==> src/rtl/sector_pkg.sv <==
// Shared types and constants for the sector buffer responder.
package sector_pkg;

  // Default buffer depth in 32-bit words (512-byte sector).
  localparam int unsigned SECTOR_WORDS_DEF = 128;

  // Host read latency: RAM output register plus the readdata register.
  localparam int unsigned READ_LAT = 2;

  // Data returned for reads that do not belong to the armed transfer.
  localparam logic [31:0] FILL_WORD_DEF = 32'hFFFF_FFFF;

  // Transfer direction as seen from the host.
  localparam logic DIR_HOST_WR = 1'b0;
  localparam logic DIR_HOST_RD = 1'b1;

  typedef enum logic {
    IDLE  = 1'b0,
    ARMED = 1'b1
  } xfer_state_t;

endpackage

==> src/rtl/sector_ram.sv <==
// Single-port sector RAM with registered read and byte-enable write.
// Time-shared between the host and local ports by the responder.
module sector_ram
  import sector_pkg::*;
#(
  parameter int unsigned Words = SECTOR_WORDS_DEF
) (
  input  logic                     i_clk,
  input  logic                     i_rst_n,
  input  logic [$clog2(Words)-1:0] i_addr,
  input  logic                     i_re,
  input  logic                     i_we,
  input  logic [3:0]               i_be,
  input  logic [31:0]              i_wdata,
  output logic [31:0]              o_rdata
);

  logic [31:0] r_mem [Words];
  logic [31:0] r_rdata;

  // Byte-lane writes; the array itself carries no reset.
  always_ff @(posedge i_clk) begin
    if (i_we) begin
      for (int b = 0; b < 4; b++) begin
        if (i_be[b]) r_mem[i_addr][8*b +: 8] <= i_wdata[8*b +: 8];
      end
    end
  end

  // Registered read; holds its value between reads so the local port sees stable data.
  always_ff @(posedge i_clk or negedge i_rst_n) begin
    if (!i_rst_n) begin
      r_rdata <= '0;
    end else if (i_re) begin
      r_rdata <= r_mem[i_addr];
    end
  end

  assign o_rdata = r_rdata;

endmodule

==> src/rtl/sector_mem_responder.sv <==
// Avalon-MM slave serving single-word host accesses from a sector buffer, with a
// local port for the disk controller and a per-sector transfer sequencer.
module sector_mem_responder
  import sector_pkg::*;
#(
  parameter int unsigned SECTOR_WORDS = SECTOR_WORDS_DEF,
  parameter logic [31:0] FILL_WORD    = FILL_WORD_DEF
) (
  input  logic                            clk_sys,
  input  logic                            reset_n,
  // Host (Avalon-MM) port
  input  logic [31:0]                     mem_address,
  input  logic                            mem_read,
  input  logic                            mem_write,
  input  logic [31:0]                     mem_writedata,
  input  logic [3:0]                      mem_byteenable,
  output logic                            mem_waitrequest,
  output logic [31:0]                     mem_readdata,
  output logic                            mem_readdatavalid,
  // Local disk-controller port
  input  logic [$clog2(SECTOR_WORDS)-1:0] buf_addr,
  input  logic                            buf_rd,
  input  logic                            buf_wr,
  input  logic [31:0]                     buf_wdata,
  output logic [31:0]                     buf_rdata,
  // Transfer sequencer
  input  logic                            xfer_start,
  input  logic                            xfer_dir,
  output logic                            xfer_busy,
  output logic                            xfer_done,
  output logic                            xfer_err
);

  localparam int unsigned AW = $clog2(SECTOR_WORDS);

  logic              r_rst_done;
  xfer_state_t       r_state;
  xfer_state_t       w_state_d;
  logic              r_dir;
  logic [AW-1:0]     r_cnt;
  logic              r_err;
  logic              r_done;
  logic              r_v1;
  logic              r_fill1;
  logic              r_rdv;
  logic [31:0]       r_rdata;

  logic              w_local;
  logic              w_host_acc;
  logic              w_host_rd;
  logic              w_match;
  logic              w_match_acc;
  logic              w_last;
  logic [AW-1:0]     w_host_addr;
  logic [AW-1:0]     w_ram_addr;
  logic              w_ram_re;
  logic              w_ram_we;
  logic [3:0]        w_ram_be;
  logic [31:0]       w_ram_wdata;
  logic [31:0]       w_ram_rdata;
  logic              w_unused;

  // Holds off the host for the first clock after reset release.
  always_ff @(posedge clk_sys or negedge reset_n) begin
    if (!reset_n) r_rst_done <= 1'b0;
    else          r_rst_done <= 1'b1;
  end

  // The local port always wins; the host is stalled rather than dropped.
  assign w_local         = buf_rd | buf_wr;
  assign mem_waitrequest = ~r_rst_done | w_local;
  assign w_host_acc      = (mem_read | mem_write) & ~mem_waitrequest;
  // A simultaneous read and write is handled as a write.
  assign w_host_rd       = mem_read & ~mem_write;
  assign w_host_addr     = mem_address[AW+1:2];
  assign w_unused        = ^{mem_address[31:AW+2], mem_address[1:0]};

  // Classify the host request against the armed transfer direction.
  always_comb begin
    w_match = 1'b0;
    if (r_state == ARMED) begin
      if (r_dir == DIR_HOST_WR) w_match = mem_write & ~mem_read;
      else                      w_match = mem_read & ~mem_write;
    end
  end

  assign w_match_acc = w_host_acc & w_match;
  assign w_last      = (r_cnt == AW'(SECTOR_WORDS - 1));

  // RAM port mux: local access first, otherwise an accepted host access.
  always_comb begin
    w_ram_addr  = w_host_addr;
    w_ram_re    = 1'b0;
    w_ram_we    = 1'b0;
    w_ram_be    = 4'h0;
    w_ram_wdata = mem_writedata;
    if (w_local) begin
      w_ram_addr  = buf_addr;
      w_ram_re    = buf_rd;
      w_ram_we    = buf_wr;
      w_ram_be    = 4'hF;
      w_ram_wdata = buf_wdata;
    end else if (w_host_acc) begin
      w_ram_re    = w_host_rd;
      w_ram_we    = mem_write & w_match;
      w_ram_be    = mem_byteenable;
    end
  end

  sector_ram #(
    .Words (SECTOR_WORDS)
  ) u_ram (
    .i_clk   (clk_sys),
    .i_rst_n (reset_n),
    .i_addr  (w_ram_addr),
    .i_re    (w_ram_re),
    .i_we    (w_ram_we),
    .i_be    (w_ram_be),
    .i_wdata (w_ram_wdata),
    .o_rdata (w_ram_rdata)
  );

  assign buf_rdata = w_ram_rdata;

  // Read-latency pipe: stage 1 rides alongside the RAM output register, stage 2 drives the host.
  always_ff @(posedge clk_sys or negedge reset_n) begin
    if (!reset_n) begin
      r_v1    <= 1'b0;
      r_fill1 <= 1'b0;
      r_rdv   <= 1'b0;
      r_rdata <= '0;
    end else begin
      r_v1    <= w_host_acc & w_host_rd;
      r_fill1 <= ~w_match;
      r_rdv   <= r_v1;
      if (r_v1) r_rdata <= r_fill1 ? FILL_WORD : w_ram_rdata;
    end
  end

  assign mem_readdatavalid = r_rdv;
  assign mem_readdata      = r_rdata;

  // Sequencer state register.
  always_ff @(posedge clk_sys or negedge reset_n) begin
    if (!reset_n) r_state <= IDLE;
    else          r_state <= w_state_d;
  end

  // Sequencer next state: start (re)arms, the last matching access completes the sector.
  always_comb begin
    w_state_d = r_state;
    case (r_state)
      IDLE:    if (xfer_start) w_state_d = ARMED;
      ARMED: begin
        if (xfer_start)                 w_state_d = ARMED;
        else if (w_match_acc && w_last) w_state_d = IDLE;
      end
      default: w_state_d = IDLE;
    endcase
  end

  // Sequencer outputs.
  always_comb begin
    xfer_busy = (r_state == ARMED);
    xfer_done = r_done;
    xfer_err  = r_err;
  end

  // Sequencer datapath: direction, word count, sticky error and completion pulse.
  always_ff @(posedge clk_sys or negedge reset_n) begin
    if (!reset_n) begin
      r_dir  <= DIR_HOST_WR;
      r_cnt  <= '0;
      r_err  <= 1'b0;
      r_done <= 1'b0;
    end else if (xfer_start) begin
      r_dir  <= xfer_dir;
      r_cnt  <= '0;
      r_err  <= 1'b0;
      r_done <= 1'b0;
    end else begin
      r_done <= w_match_acc & w_last;
      // Count wraps to zero on the final word, ready for the next arm.
      if (w_match_acc)              r_cnt <= r_cnt + AW'(1);
      if (w_host_acc && !w_match)   r_err <= 1'b1;
    end
  end

endmodule

==> config.mk <==
export PLATFORM = sky130hd
export DESIGN_NAME = sector_mem_responder
export DESIGN_NICKNAME = d
export VERILOG_FILES = /design/src/rtl/sector_pkg.sv /design/src/rtl/sector_ram.sv /design/src/rtl/sector_mem_responder.sv
export SDC_FILE = /design/constraint.sdc
export NUM_CORES = 2
export LEC_CHECK = 0
export BUFFER_PORTS_ARGS = -buffer_cell sky130_fd_sc_hd__buf_2
export CAP_MARGIN = 20
export CORE_MARGIN = 8
export CORE_UTILIZATION = 60
export DETAILED_ROUTE_END_ITERATION = 12
export PLACE_DENSITY_LB_ADDON = 0.1
export SETUP_SLACK_MARGIN = 0.5
export SLEW_MARGIN = 10
export SYNTH_ARGS = -nofsm -noshare
export SYNTH_HDL_FRONTEND = slang
export SYNTH_SLANG_ARGS = --single-unit
==> constraint.sdc <==
create_clock -name clk_sys -period 6.9 [get_ports clk_sys]
set_input_delay 1.725 -clock clk_sys [delete_from_list [all_inputs] [get_ports clk_sys]]
set_output_delay 1.725 -clock clk_sys [all_outputs]
set_load 0.01 [all_outputs]
======== Word-level counts from Yosys, hierarchy flattened ========
Memories as Yosys holds them, arrays and structs flattened. A register that Yosys moved wholly into a read port is not among the register bits.
Cells that the tools add are included.
operators by class
  $add $sub $neg .......................... 1
  eq/ne operators ......................... 1
  multiplexer cells ....................... 32
  bitwise gates (word level) .............. 16
  reduce and logical (&&, ||, !) cells .... 6
operators with widths
  cell                                                           count
  32-bit two-way mux                                             2
  1-bit two-way mux                                              24
  7-bit two-way mux                                              3
  4-bit two-way mux                                              2
  7-bit by 1-bit adder with 7-bit output, second input constant  1
  1-bit bitwise AND                                              7
  7-bit equality test, second input constant                     1
  1-bit inverter                                                 6
  2-bit nonzero test                                             2
  1-bit OR                                                       3
  1-bit logical AND                                              2
  1-bit zero test                                                2
  1-bit one-hot mux with 2 select lines                          1
storage, ports and cells
  flip-flop bits (word level) ............. 47
  memory bits (writable) .................. 4096
  output and inout bits ................... 69
  word-level logic and storage cells ...... 67
  memories ................................ 1
memory list
  memory       depth  width  rd ports  clocked after memory_dff  write ports  RTL line          RTL
  u_ram.r_mem  128    32     1         1                         1            sector_ram.sv:18  logic [31:0] r_mem [Words];

======== Longest topological paths before layout ========
  depth after elaboration ................. 9
  mapped depth ............................ 14

======== By module ========
A second synthesis with hierarchy kept.
second synthesis, totals
  cells, all modules ...................... 9441
  area, all modules ....................... 163247.8 um^2
by module, submodules not included
  module                times used  cells each  area each (um^2)  sequential area each (um^2)
  sector_ram            1           9189        160833.0          123798.7
  sector_mem_responder  1           252         2414.8            1176.1

======== Worst setup path before layout ========
Ideal clock, no wire load.
  path type ............................... input to register
  from .................................... input port buf_rd
  to ...................................... memory u_ram.r_mem[0][10] (data pin)
  library setup time ...................... 0.511 ns
  arrival time ............................ 4.294 ns
  required time ........................... 6.389 ns
  setup slack ............................. 2.094 ns
  stages on the path ...................... 7
  buffers on the path ..................... 4
  cell sequence ........................... buf_4 > nor2_4 > buf_4 > buf_2 > buf_1 > nand2_1 > nand2_1
between the ends
  longest elaborated chain between the ends .. 2
RTL lines
  element                RTL line                    RTL
  from (decl)            sector_mem_responder.sv:22  input logic buf_rd,
  1-bit OR               sector_mem_responder.sv:70  assign w_local = buf_rd | buf_wr;
  32-bit two-way mux     sector_mem_responder.sv:97  if (w_local) begin
  via u_ram.i_wdata[10]  sector_ram.sv:14            input logic [31:0] i_wdata,
  to (decl)              sector_ram.sv:18
The timed path passes the listed nets, and every way through them passes these cells.

======== Final worst setup path ========
  from .................................... input port buf_wr
  to ...................................... memory u_ram.r_mem[120][4], enable pin
between the ends
  longest elaborated chain between the ends .. 9
RTL lines
  element                                  RTL line                     RTL
  from (decl)                              sector_mem_responder.sv:23   input logic buf_wr,
  1-bit OR                                 sector_mem_responder.sv:70
  1-bit OR                                 sector_mem_responder.sv:71   assign mem_waitrequest = ~r_rst_done | w_local;
  1-bit inverter                           sector_mem_responder.sv:72   assign w_host_acc = (mem_read | mem_write) & ~mem_waitrequest;
  1-bit bitwise AND                        sector_mem_responder.sv:72
  4-bit two-way mux                        sector_mem_responder.sv:103  end else if (w_host_acc) begin
  4-bit two-way mux                        sector_mem_responder.sv:97
  1-bit two-way mux                        sector_ram.sv:25             if (i_be[b]) r_mem[i_addr][8*b +: 8] <= i_wdata[8*b +: 8];
  1-bit two-way mux                        sector_ram.sv:23             if (i_we) begin
  1-bit two-way mux (not written as such)  sector_ram.sv:25
Several ways; a longest one is shown, not always the timed one.

==> impl_metrics.tcl <==
set metrics [dict create \
    status "finished, final reports clean" \
    final_core_util_pct 69.1 \
    slew_headroom_pct 10.8 \
    yosys-top-cells-count "edfxtp_1 (4096), mux2i_1 (907), nand2_1 (902), nor2_1 (604), a21oi_1 (490)" \
    tritoncts "yes" \
    synth_cells 10000 \
    route.detailed.drc 0 \
    critPathMaxStageDelay_ps 1050 \
    ys_seq_area_share_pct 77.5 \
    avgRoutedWirePerCell_um 36.9 \
    dr.pass1.iters 9 \
    min-delay-start "xfer_err" \
    fmax_mhz 177 \
    cp-end-kind "register" \
    die_x_um 534 \
    worstSetupStartpoint "buf_wr" \
    worst_setup_path_start_kind "input port" \
    grt_pass1_wl_um 741000 \
    worstPathMaxFanout 15 \
    routed_wl_um 540000 \
    synth-edff-count 4096 \
    irDropWorstVdd_v 0.000237 \
    ys_warn_count 0 \
    post_cts_resized 0 \
    antenna_found_initial 75 \
    fin_worst_skew_ps 74.4 \
    finalSetupViolations 0 \
    rsz0062_at_grt "no" \
    worst_ep_required_time_ps 7460 \
    power_leakage_nw 62.9 \
    clk_pin_slew_worst_paths_ps 60 \
    power_density_nw_per_um2 300 \
    synthFlopType "edfxtp_1" \
    clkLatencyLatePin_ps 980 \
    drtIter0Drc 17800 \
    layout-drive-gt1-share_pct 15.7 \
    finalMaxSlewViolations 0 \
    async_flop_share_pct 1.89 \
    crit_type "input port to register" \
    crit_arrival_ps 6210 \
    syn_area_um2 161000 \
    worstPathBufferInverterCount 2 \
    fin_crit_ps 5650 \
    cp_top_family "simple AND/OR/NAND/NOR gates" \
    cts_made_buffers 409 \
    area_growth_pct 14.7 \
    clock-root-buffer "clkbuf_16" \
    ant_nets 0 \
    synth_cell_types 82 \
    yosys_register_bits 4175 \
    crit_top_cell "nor2_1" \
    worst_pin_slew_ps 1340 \
    die_y_um 534 \
    core_region_area_um2 268000 \
    groute.usage.overall_pct 36.7 \
    clock_path_buffers 4 \
    grt_max_degree 115 \
    yosys-top-cells-area "edfxtp_1 (76%), mux2i_1 (5.6%), nand2_1 (2.1%), o22ai_1 (1.8%), a21oi_1 (1.5%)" \
    timing.final.crit_share_pct 81.9 \
    avgSynthCellArea_um2 16.1 \
    vias_per_cell 7.00 \
    syn_nets 10100 \
    rows 190 \
    drv_cap 0 \
    cts_num_sinks 4175 \
    synth.most_common_cell "edfxtp_1" \
    yosysTopAreaCellShare_pct 76.3 \
    routed-via-count 103000 \
    hold_viol 0 \
    htree_levels 5 \
    initial_core_util_pct 60.2 \
    io_pins 184 \
    post-cts-setup-buffers 0 \
    cp_cell_sequence "buf_2 -> nor2_4 -> buf_4 -> mux2_4 -> nand2_2 -> nor2_1 -> nand2_1 -> nor2_1" \
    grt.overflow.total 0 \
    p_total_mw 55.4 \
    synth_top_area_cell "edfxtp_1" \
    placed_area_um2 171000 \
    nNetsFinal 10800 \
    portBuffers 158 \
    final_area_um2 185000 \
    cp_slowest_cell "nor2_1" \
    cts.hold.buffers_added 0 \
    hpwl_um 337000 \
    dieArea_um2 286000 \
    grt_pass1_vias 96700 \
    regToRegStartpoint "r_rst_done" \
    setup_tns_ps 0 \
    hold_path.class "register to register" \
    routabilityCongestion 0.948 \
    whs_ps 500 \
]
## flip-flops by register name, indices dropped and copies added (netlist names)
register / count
r_rst_done: 1
xfer_done: 1
xfer_err: 1
mem_readdatavalid: 1
xfer_busy: 1
r_dir: 1
mem_readdata: 32
r_fill1: 1
u_ram.r_mem: 4096
r_v1: 1
u_ram.o_rdata: 32
r_cnt: 7
## worst min-delay path, cell delays in order (launching register included)
cell	delay (ps)
dfrtp_1	340
a21oi_1	40
nor2_1	70
## metrics by stage
stage	worst slack (ps)	cells
6_report	1250	14700
5_1_grt	1330	14600
4_1_cts	1600	14600
3_5_place_dp	614	13800
3_3_place_gp	366	13800
2_1_floorplan	2090	10000
## power breakdown
| group | total, mW | switching, mW | internal, mW |
|---|---|---|---|
| registers | 28.4 | 0.155 | 28.2 |
| clock network | 22.6 | 9.62 | 13.0 |
| logic | 4.44 | 3.26 | 1.18 |
## layout make-up
class                   instances  area (µm²)
diodes                         53         133
clock buffers                 513       10900
clock inverters               237        2590
fillers                     17500       82800
inverters                       4        15.0
multi-input cells            5107       33600
flip-flops and latches       4175      125000
well taps                    3552        4440
repair buffers               1013        8220
## layout by cell type, fill, tap and decap left out, types with 47 or more instances in the layout
master and n:
edfxtp_1 4096, mux2i_1 905, nand2_1 864, buf_4 765, nor2_1 603, a21oi_1 490
o22ai_1 468, clkbuf_16 418, o21ai_0 322, nor3_1 176, a222oi_1 171, a221oi_1 164
buf_2 163, a22oi_1 144, a22o_1 122, clkbuf_1 86, clkinv_1 78, dfrtp_1 77
clkinv_2 74, buf_12 72, nor4_1 60, diode_2 53, a31oi_1 48, bufinv_16 48
a221o_1 47
## path summary, 6_finish.rpt
path                                       end  slack (ps)  cells after the start
max in group asynchronous     u_ram.o_rdata[8]        4810                      2
max reg2reg                u_ram.r_mem[127][4]        3180                      6
min                                   xfer_err         500                      2
min in group asynchronous                r_dir         790                      1
min reg2reg                           xfer_err         500                      2
max                        u_ram.r_mem[120][4]        1250                      8
## cells by family after synthesis
logic type                 share of synthesized area (%)
other                                            0.00233
xor gates and xnor gates                          0.0272
DFF                                                 77.5
and+or+nand+nor                                     4.80
adders and majority gates                        0.00776
buffers and inverters                               2.05
muxes                                               5.89
AOI/OAI and AO/OA                                   9.71
## routing by layer
| metal | global-route usage, % | vias up | share of wire [%] |
|---|---|---|---|
| li1 | - | 41400 | - |
| met1 | 48.1 | 51300 | 34 |
| met2 | 52.4 | 8271 | 43 |
| met3 | 12.4 | 1558 | 15 |
| met4 | 24.5 | 66 | 7.7 |
| met5 | 0 | - | 0.087 |
(Power assumes the default switching activity.)
